## config.mk

```make
export PLATFORM = sky130hd
export DESIGN_NAME = ctrl_pipeline_chain
export DESIGN_NICKNAME = d
export VERILOG_FILES = /design/src/rtl/ctrl_pipeline_chain.sv
export SDC_FILE = /design/constraint.sdc
export NUM_CORES = 1
export LEC_CHECK = 0
export CAP_MARGIN = 40
export CORE_UTILIZATION = 35
export CTS_CLUSTER_SIZE = 10
export DETAILED_ROUTE_END_ITERATION = 10
export PLACE_DENSITY = 0.68
export SLEW_MARGIN = 15
export SYNTH_ARGS = -nofsm -noshare
export SYNTH_HDL_FRONTEND = slang
export SYNTH_SLANG_ARGS = --single-unit
```

## constraint.sdc

```tcl
create_clock -name clk -period 2.4 [get_ports clk]
set_input_delay 0.36 -clock clk [delete_from_list [all_inputs] [get_ports clk]]
set_output_delay 0.36 -clock clk [all_outputs]
set_load 0.02 [all_outputs]
```

## src/rtl/ctrl_pipeline_chain.sv

```systemverilog
// Control-word pipeline chain from ID through the downstream stages.
// Provides per-stage field masking, bubble/stall injection, flush, freeze, valid tracking and perf counters.
module ctrl_pipeline_chain #(
  parameter int                    CW         = 21,
  parameter int                    STAGES     = 3,
  parameter logic [CW*STAGES-1:0]  KEEP_MASKS = {21'h000460, 21'h000C7F, 21'h07FE7F},
  parameter logic [CW-1:0]         NOP_VALUE  = '0,
  parameter int                    CNT_W      = 16
) (
  input  logic                   clk,
  input  logic                   reset,
  input  logic [CW-1:0]          id_ctrl_in,
  input  logic                   nop_insert,
  input  logic                   stall,
  input  logic                   freeze,
  input  logic [STAGES-1:0]      flush,
  input  logic                   clear_count,
  output logic [CW*STAGES-1:0]   stage_ctrl_out,
  output logic [STAGES-1:0]      stage_valid,
  output logic [CNT_W-1:0]       bubble_count,
  output logic [CNT_W-1:0]       retire_count
);

  logic [CW-1:0]     stage_q   [STAGES];
  logic [STAGES-1:0] valid_q;
  logic [CW-1:0]     adv_word  [STAGES];
  logic [STAGES-1:0] adv_valid;
  logic              bubble_in;
  logic              bubble_inc;
  logic              retire_inc;

  function automatic logic [CW-1:0] keep_mask(input int k);
    return KEEP_MASKS[k*CW +: CW];
  endfunction

  assign bubble_in     = nop_insert | stall;
  assign adv_word[0]   = (bubble_in ? NOP_VALUE : id_ctrl_in) & keep_mask(0);
  assign adv_valid[0]  = ~bubble_in;

  // Each later stage takes the pre-edge contents of its predecessor, re-masked.
  generate
    for (genvar k = 1; k < STAGES; k++) begin : g_shift
      assign adv_word[k]  = stage_q[k-1] & keep_mask(k);
      assign adv_valid[k] = valid_q[k-1];
    end
    for (genvar k = 0; k < STAGES; k++) begin : g_out
      assign stage_ctrl_out[k*CW +: CW] = stage_q[k];
    end
  endgenerate

  assign stage_valid = valid_q;
  assign bubble_inc  = bubble_in & ~freeze & ~flush[0];
  assign retire_inc  = valid_q[STAGES-1] & ~freeze & ~flush[STAGES-1];

  // Flush wins over freeze so a frozen pipe can still drop a wrong-path word.
  always_ff @(posedge clk or posedge reset) begin
    if (reset) begin
      for (int k = 0; k < STAGES; k++) begin
        stage_q[k] <= NOP_VALUE & keep_mask(k);
        valid_q[k] <= 1'b0;
      end
    end else begin
      for (int k = 0; k < STAGES; k++) begin
        if (flush[k]) begin
          stage_q[k] <= NOP_VALUE & keep_mask(k);
          valid_q[k] <= 1'b0;
        end else if (!freeze) begin
          stage_q[k] <= adv_word[k];
          valid_q[k] <= adv_valid[k];
        end
      end
    end
  end

  always_ff @(posedge clk or posedge reset) begin
    if (reset) begin
      bubble_count <= '0;
    end else if (clear_count) begin
      bubble_count <= '0;
    end else if (bubble_inc && (bubble_count != '1)) begin
      bubble_count <= bubble_count + CNT_W'(1);
    end
  end

  always_ff @(posedge clk or posedge reset) begin
    if (reset) begin
      retire_count <= '0;
    end else if (clear_count) begin
      retire_count <= '0;
    end else if (retire_inc && (retire_count != '1)) begin
      retire_count <= retire_count + CNT_W'(1);
    end
  end

endmodule

```

Yosys cells after proc, flatten, opt, wreduce, memory -nomap -nowiden
Index checks and enable logic that the tools add are counted.

word-level totals
  flip-flop bits (word level) = 98
  input port bits = 30
  output and inout port bits = 98
  logic and storage cells = 45

operators by class
  add/sub/neg operators = 2
  eq/ne operators = 5
  mux-type cells = 17
  bitwise gates (word level) = 9
  reduce and logical (&&, ||, !) cells = 4

operators with widths
  kind                     count
  $mux W21                 6
  $mux W16                 4
  $add A16 B1 Y16 const B  2
  $ne A16 B16 Y1 const B   2
  $mux W19                 1
  $mux W1                  6
  $ne A2 B1 Y1 const B     3
  $and A1 B1 Y1            4
  $not A1 Y1               4
  $reduce_bool A2 Y1       2
  $logic_and A1 B1 Y1      2
  $or A1 B1 Y1             1

Longest topological paths before layout
Gate-level depths: netlist (run 1).

  depth in word-level cells = 6
  gate-level depth with buffers = 7
  gate-level depth less buffers = 5

Worst setup path after synthesis (run 1)
OpenSTA, ideal clock, no wires.

  path kind = input to register
  start = input freeze
  end = register bubble_count[13]
  library setup time = 0.127 ns
  arrival time = 1.926 ns
  data required time = 2.273 ns
  setup slack = 0.347 ns
  cell stages on the path = 6
  buffers on the path = 2
  cells stage by stage = buf_6 > or2_1 > buf_2 > or3_4 > a2111oi_1 > mux2_1

on the way
  longest elaborated chain between the ends = 5

ends and longest elaborated chain
  item                          RTL line  source
  start, declared               15        input logic freeze,
  $not A1 Y1                    52        assign bubble_inc = bubble_in & ~freeze & ~flush[0];
  $and A1 B1 Y1 (2 in series)   52
  $logic_and A1 B1 Y1           80        end else if (bubble_inc && (bubble_count != '1)) begin
  $reduce_bool A2 Y1 (no line)  n/a
  end signal, assigned          81        bubble_count <= bubble_count + CNT_W'(1);
  end, declared                 20        output logic [CNT_W-1:0] bubble_count,

No other way between the ends.
A chain may end at the register's enable or synchronous reset.

Final worst setup path (run 1)
  start = input freeze
  end = register retire_count[14]

on the way
  longest elaborated chain between the ends = 5

ends and longest elaborated chain
  item                          RTL line  source
  $not A1 Y1                    53        assign retire_inc = valid_q[STAGES-1] & ~freeze & ~flush[STAGES-1];
  $and A1 B1 Y1 (2 in series)   53
  $logic_and A1 B1 Y1           90        end else if (retire_inc && (retire_count != '1)) begin
  $reduce_bool A2 Y1 (no line)  n/a
  end signal, assigned          91        retire_count <= retire_count + CNT_W'(1);
  end, declared                 21        output logic [CNT_W-1:0] retire_count

No other way between the ends.

==> results of run 1 <==
==> logic make-up after synthesis <==
kind of cell / after synthesis
flip-flops: 64
AO/OA/AOI/OAI: 70
other: 1
AND/OR/NAND/NOR: 114
buffers and inverters: 56
adder cells (fa/ha/maj): 2
multiplexers: 21
==> critical path: stages <==
cell and delay, ns:
clkdlybuf4s50_1 0.50, buf_4 0.25, nor3b_1 0.19, buf_4 0.15, nand4_1 0.27, or4_1 0.49
a21oi_1 0.15
==> worst min-delay path by stage <==
stage | startpoint | to | slack (ns) | depth (start not counted)
floorplan | flush[2] | stage_ctrl_out[47] | 0.43 | 1
global placement | stage_ctrl_out[15] | stage_ctrl_out[15] | 0.49 | 1
detailed placement | stage_ctrl_out[9] | stage_ctrl_out[9] | 0.49 | 1
CTS | reset | stage_ctrl_out[9] | 0.36 | 2
global route | reset | stage_ctrl_out[9] | 0.39 | 2
finish | reset | stage_ctrl_out[9] | 0.36 | 2
==> per-stage QoR <==
| step | instances | TNS, ns | area, µm² | utilization, % | setup WS [ns] |
|---|---|---|---|---|---|
| 2_1_floorplan | 361 | 0 | 3460 | - | 0.347 |
| 3_3_place_gp | 544 | -0.368 | 4320 | 46.7 | -0.0835 |
| 3_5_place_dp | 544 | -0.389 | 4320 | 46.7 | -0.0707 |
| 4_1_cts | 559 | 0 | 4470 | 48.4 | 0.289 |
| 5_1_grt | 559 | 0 | 4470 | 48.4 | 0.155 |
| 6_report | 559 | 0 | 4470 | 48.4 | 0.287 |
==> synth_stat cells <==
master / number
a2111oi_1: 2
a2111oi_2: 1
a211oi_1: 1
a21o_1: 1
a21oi_1: 23
a22o_1: 17
a31oi_1: 2
and2_1: 2
and3_1: 3
and4_1: 6
and4b_1: 1
buf_2: 1
buf_4: 34
buf_6: 1
clkbuf_1: 15
conb_1: 1
dfrtp_1: 64
ha_1: 2
inv_1: 5
mux2_1: 3
mux2_2: 4
mux2i_1: 14
nand2_1: 14
nand3_1: 9
nand3b_1: 1
nand4_1: 8
nor2_1: 24
nor2b_1: 8
nor3_1: 5
nor3_2: 1
nor3b_1: 1
nor4_1: 5
nor4bb_1: 1
o21ai_0: 6
o21bai_1: 1
o31ai_1: 15
o41ai_1: 1
or2_1: 2
or3_1: 5
or3_4: 1
or3b_2: 1
or4_1: 16
==> final cells by class <==
cell class / count / share of cell area, %
Clock buffer: 11 / 2.94
Clock inverter: 4 / 0.503
Inverter: 5 / 0.420
Multi-Input combinational cell: 241 / 33.8
Sequential cell: 64 / 35.8
Tap cell: 129 / 3.61
Timing Repair Buffer: 105 / 22.9
==> metal layers <==
layer	track usage (%)	routed length, µm	up-vias
met5	0	0	-
met4	5.77	112	0
met3	5.13	572	11
met1	20.2	3420	1360
met2	26.3	3530	104
li1	-	-	1343
==> power breakdown <==
part / internal (mW) / switching (mW) / total [mW]
clock network: 0.364 / 0.407 / 0.771
logic: 0.0839 / 0.135 / 0.219
registers: 1.09 / 0.00933 / 1.10
==> registers in the layout (all words and copies together) (netlist names) <==
signal,count
bubble_count,16
retire_count,16
stage_ctrl_out,29
stage_valid,3
==> flow_summary_export.csv, run 1 <==
group,metric,value,unit
logic_synthesis,yosys.area.top_type_share,48.0,%
logic_synthesis,synth-simple-area-share,19.7,%
logic_synthesis,syn_inst,328,
global_route,grt_util_all_layers,16.2,%
worst_setup_path,cp-startpoint,"freeze",
finish,final_nets,458,
routing,vias_per_cell,5.04,
timing,period_share,88.1,%
run,cap_viol_max_count,0,
place,gp_congestion,0.774,
power,ir_drop,0.222,mV
timing,clock.fmax,473,MHz
finish,multi_input_area,0.00151,mm²
worst_setup_path,crit_end,"retire_count[14]",
clock_network,postCtsSetupRepairBufs,0,
worst_setup_path,reg2reg_depth,5,
clock_network,clock_sinks,64,
timing,hold_slack,0.355,ns
power,power_density,467,mW/mm²
worst_setup_path,crit_path_end_kind,"flip-flop",
routing,routed_wl,7630,µm
logic_synthesis,synthTopCellsByArea,"dfrtp_1 48%, buf_4 7.6%, a22o_1 4.5%",
clock_network,clk_path_buf_depth,2,
floorplan,num_rows,35,
finish,final_common_cell,"clkdlybuf4s50_1",
global_route,grt_max_degree,40,
timing,tightest_slew,0.821,ns
logic_synthesis,seq_area_frac_synth,48.0,%
logic_synthesis,ys_warn_count,0,
global_route,grt_pass1_wl,12800,µm
clock_network,cts_resized,0,
worst_setup_path,cp.arrival,2.37,ns
power,p_total,2.09,mW
worst_setup_path,critPathLaunchType,"primary input",
power,p_leak,1.88,nW
worst_setup_path,reg2reg_slack,0.34,ns
floorplan,die_area,0.00993,mm²
finish,final.fill_count,890,
clock_network,clkLatencyLatePin,0.34,ns
global_route,overflow,0,
worst_setup_path,path_class,"in2reg",
global_route,grt_pass1_vias,2690,
logic_synthesis,synth.distinct_cells,42,
routing,avgRoutedWirePerCell,13.7,µm
hold_path,hold_class,"in2async",
logic_synthesis,synth-seq-cells,64,
routing,drc_errors,0,
logic_synthesis,synth_fa_ha_area_share,0.750,%
routing,via_count,2818,
outcome,status,"complete, no violations",
logic_synthesis,synth.area.mux_share,6.56,%
worst_setup_path,cp.required,2.66,ns
finish,antenna_cells,0,
clock_network,clkTransAtPathRegs,0.07,ns
timing,maxSlewViolCount,0,
finish,area_growth,34.0,%
worst_setup_path,path_max_fanout,12,
global_route,antenna_found_initial,0,
logic_synthesis,synth_compound_area_share,14.5,%
timing,min_period,2.11,ns
routing,drtIter0Drc,67,
finish,seqCellArea,0.00160,mm²
place,portBuffers,89,
routing,drtPass1Iterations,4,
clock_network,htree_levels,3,
timing,max_slew_margin,44.9,%
floorplan,start_util,36.1,%
logic_synthesis,synth_xor_area_share,0,%
worst_setup_path,r2r-start,"bubble_count[0]",
timing,setup_violations,0,
logic_synthesis,synth_top_area_cell,"dfrtp_1",
clock_network,numCtsBuffers,9,
finish,drive_gt1_share,8.84,%
place,dp_hpwl,5330,µm
timing,clock_skew,0.00819,ns
logic_synthesis,synth_top_family_by_area,"simple AND/OR/NAND/NOR gates",
timing,final-hold-violation-count,0,
logic_synthesis,postSynthAreaPerCell,10.2,µm²
clock_network,cts_tree,"done",
routing,ant_nets,0,
floorplan,dieWidth,99.7,µm
floorplan,core-area,0.00924,mm²
clock_network,root_buffer,"clkbuf_8",
timing,rsz0062_at_grt,"false",
worst_setup_path,timing.rr.end,"bubble_count[3]",
logic_synthesis,synthesis.area,0.00334,mm²
floorplan,ios,128,
finish,final_cell_mix,"89 x clkdlybuf4s50_1, 64 x dfrtp_1, 34 x conb_1",
clock_network,cts-hold-fix-buffers,0,
floorplan,die_h,99.7,µm
Note: power is estimated with default switching activity, not from simulation.
==> inputs of run 2 (changes only) <==
--- a/config.mk
+++ b/config.mk
@@ -7,7 +7,6 @@
 export LEC_CHECK = 0
 export CAP_MARGIN = 40
 export CORE_UTILIZATION = 35
-export CTS_CLUSTER_SIZE = 10
 export DETAILED_ROUTE_END_ITERATION = 10
 export PLACE_DENSITY = 0.68
 export SLEW_MARGIN = 15
==> results of run 2 <==
The final DEF is identical to that of run 1; final timing and power are the same.
==> inputs of run 3 (changes only) <==
--- a/config.mk
+++ b/config.mk
@@ -8,7 +8,7 @@
 export CAP_MARGIN = 40
 export CORE_UTILIZATION = 35
 export DETAILED_ROUTE_END_ITERATION = 10
-export PLACE_DENSITY = 0.68
+export PLACE_DENSITY = 0.66
 export SLEW_MARGIN = 15
 export SYNTH_ARGS = -nofsm -noshare
 export SYNTH_HDL_FRONTEND = slang
==> flow_summary_export.csv, run 3 (synthesized netlist as in run 1, its figures left out) <==
group,metric,value,unit
finish,final_cells,556,
routing,routed_wl,7850,µm
place,gp_congestion,0.769,
place,place_inst,540,
power,power_density,485,mW/mm²
power,ir_drop,0.279,mV
worst_setup_path,cp.required,2.61,ns
timing,clock_skew,0.0147,ns
worst_setup_path,path_class,"in2reg",
timing,timing.final.ws_setup,0.256,ns
global_route,grt_pass1_vias,2767,
clock_network,cts_resized,0,
routing,drtPass1Iterations,4,
worst_setup_path,timing.rr.end,"bubble_count[3]",
clock_network,htree_levels,3,
floorplan,die_h,99.7,µm
clock_network,clock_sinks,64,
routing,via_count,2842,
worst_setup_path,path_max_fanout,11,
power,p_leak,1.88,nW
floorplan,ios,128,
timing,clock.fmax,466,MHz
worst_setup_path,r2r-start,"bubble_count[0]",
clock_network,numCtsBuffers,9,
place,portBuffers,89,
timing,max_slew_margin,43.2,%
place,dp_slack,-0.0700,ns
finish,final_nets,454,
worst_setup_path,reg2reg_depth,5,
global_route,grt_max_degree,65,
timing,rsz0062_at_grt,"false",
finish,area_growth,34.0,%
hold_path,hold_class,"in2async",
routing,drtIter0Drc,71,
worst_setup_path,reg2reg_slack,0.30,ns
timing,hold_slack,0.418,ns
finish,final_cell_mix,"89 x clkdlybuf4s50_1, 64 x dfrtp_1, 34 x conb_1",
floorplan,core-area,0.00924,mm²
clock_network,clkLatencyLatePin,0.33,ns
clock_network,root_buffer,"clkbuf_8",
floorplan,num_rows,35,
timing,final-hold-violation-count,0,
clock_network,postCtsSetupRepairBufs,0,
timing,period_share,89.3,%
routing,ant_nets,0,
place,placed_area,0.00429,mm²
worst_setup_path,crit_path_end_kind,"flip-flop",
floorplan,die_area,0.00993,mm²
floorplan,start_util,36.1,%
clock_network,cts_tree,"done",
global_route,antenna_found_initial,0,
timing,min_period,2.14,ns
clock_network,cts-hold-fix-buffers,0,
finish,final_common_cell,"clkdlybuf4s50_1",
finish,largest_reg_flops,29,
finish,final_area,0.00447,mm²
power,p_total,2.17,mW
timing,setup_violations,0,
floorplan,dieWidth,99.7,µm
routing,vias_per_cell,5.11,
routing,avgRoutedWirePerCell,14.1,µm
routing,drc_errors,0,
run,cap_viol_max_count,0,
clock_network,clkTransAtPathRegs,0.07,ns
clock_network,clk_path_buf_depth,2,
global_route,grt_util_all_layers,16.6,%
worst_setup_path,critPathLaunchType,"primary input",
worst_setup_path,cp.arrival,2.36,ns
finish,drive_gt1_share,8.67,%
timing,maxSlewViolCount,0,
place,dp_hpwl,5590,µm
timing,tightest_slew,0.846,ns
global_route,grt_pass1_wl,13100,µm
outcome,status,"complete, no violations",
finish,antenna_cells,0,
global_route,overflow,0,
finish,final.fill_count,869,
==> run 3: power by group <==
group,switching (mW),total [mW],internal (mW)
combinational,0.134,0.217,0.0831
clock,0.426,0.854,0.428
sequential,0.00924,1.10,1.09
total,0.570,2.17,1.60
==> run 3: stage by stage <==
stage / setup TNS [ns] / utilization [%]
finish: 0 / 48.4
global route: 0 / 48.4
CTS: 0 / 48.4
detailed placement: -0.171 / 46.4
global placement: -0.00425 / 46.4
floorplan: 0 / -
==> run 3: worst max path at each step <==
stage | from | end | depth (start not counted) | slack, ns
after floorplan | freeze | bubble_count[13] | 6 | 0.35
after global placement | freeze | bubble_count[13] | 5 | -0.004
after CTS | freeze | bubble_count[13] | 5 | 0.28
after global routing | bubble_count[0] | bubble_count[14] | 5 | 0.14
after detailed placement | freeze | bubble_count[13] | 5 | -0.07
final | freeze | bubble_count[12] | 6 | 0.26
==> run 3: routing by layer <==
metal | GRT usage [%] | vias up | share of wire (%)
met5 | 0 | - | 0
met1 | 20.1 | 1389 | 44
met3 | 6.11 | 6 | 7.9
li1 | - | 1341 | -
met4 | 5.66 | 0 | 0.87
met2 | 27.3 | 106 | 48
==> run 3: layout make-up <==
cell class / instances / area (µm²) / share of cell area (%)
clock inverter: 5 / 31.3 / 0.699
multi-input combinational: 241 / 1510 / 33.9
tap: 129 / 161 / 3.61
sequential: 64 / 1600 / 35.8
clock buffer: 11 / 151 / 3.39
timing repair buffer: 101 / 993 / 22.2
inverter: 5 / 18.8 / 0.420
==> run 3: worst max-delay path, cell delays in order <==
cell	delay, ns
clkdlybuf4s50_1	0.48
or2_1	0.26
buf_4	0.16
or2_1	0.32
nor4_1	0.40
mux2_2	0.38
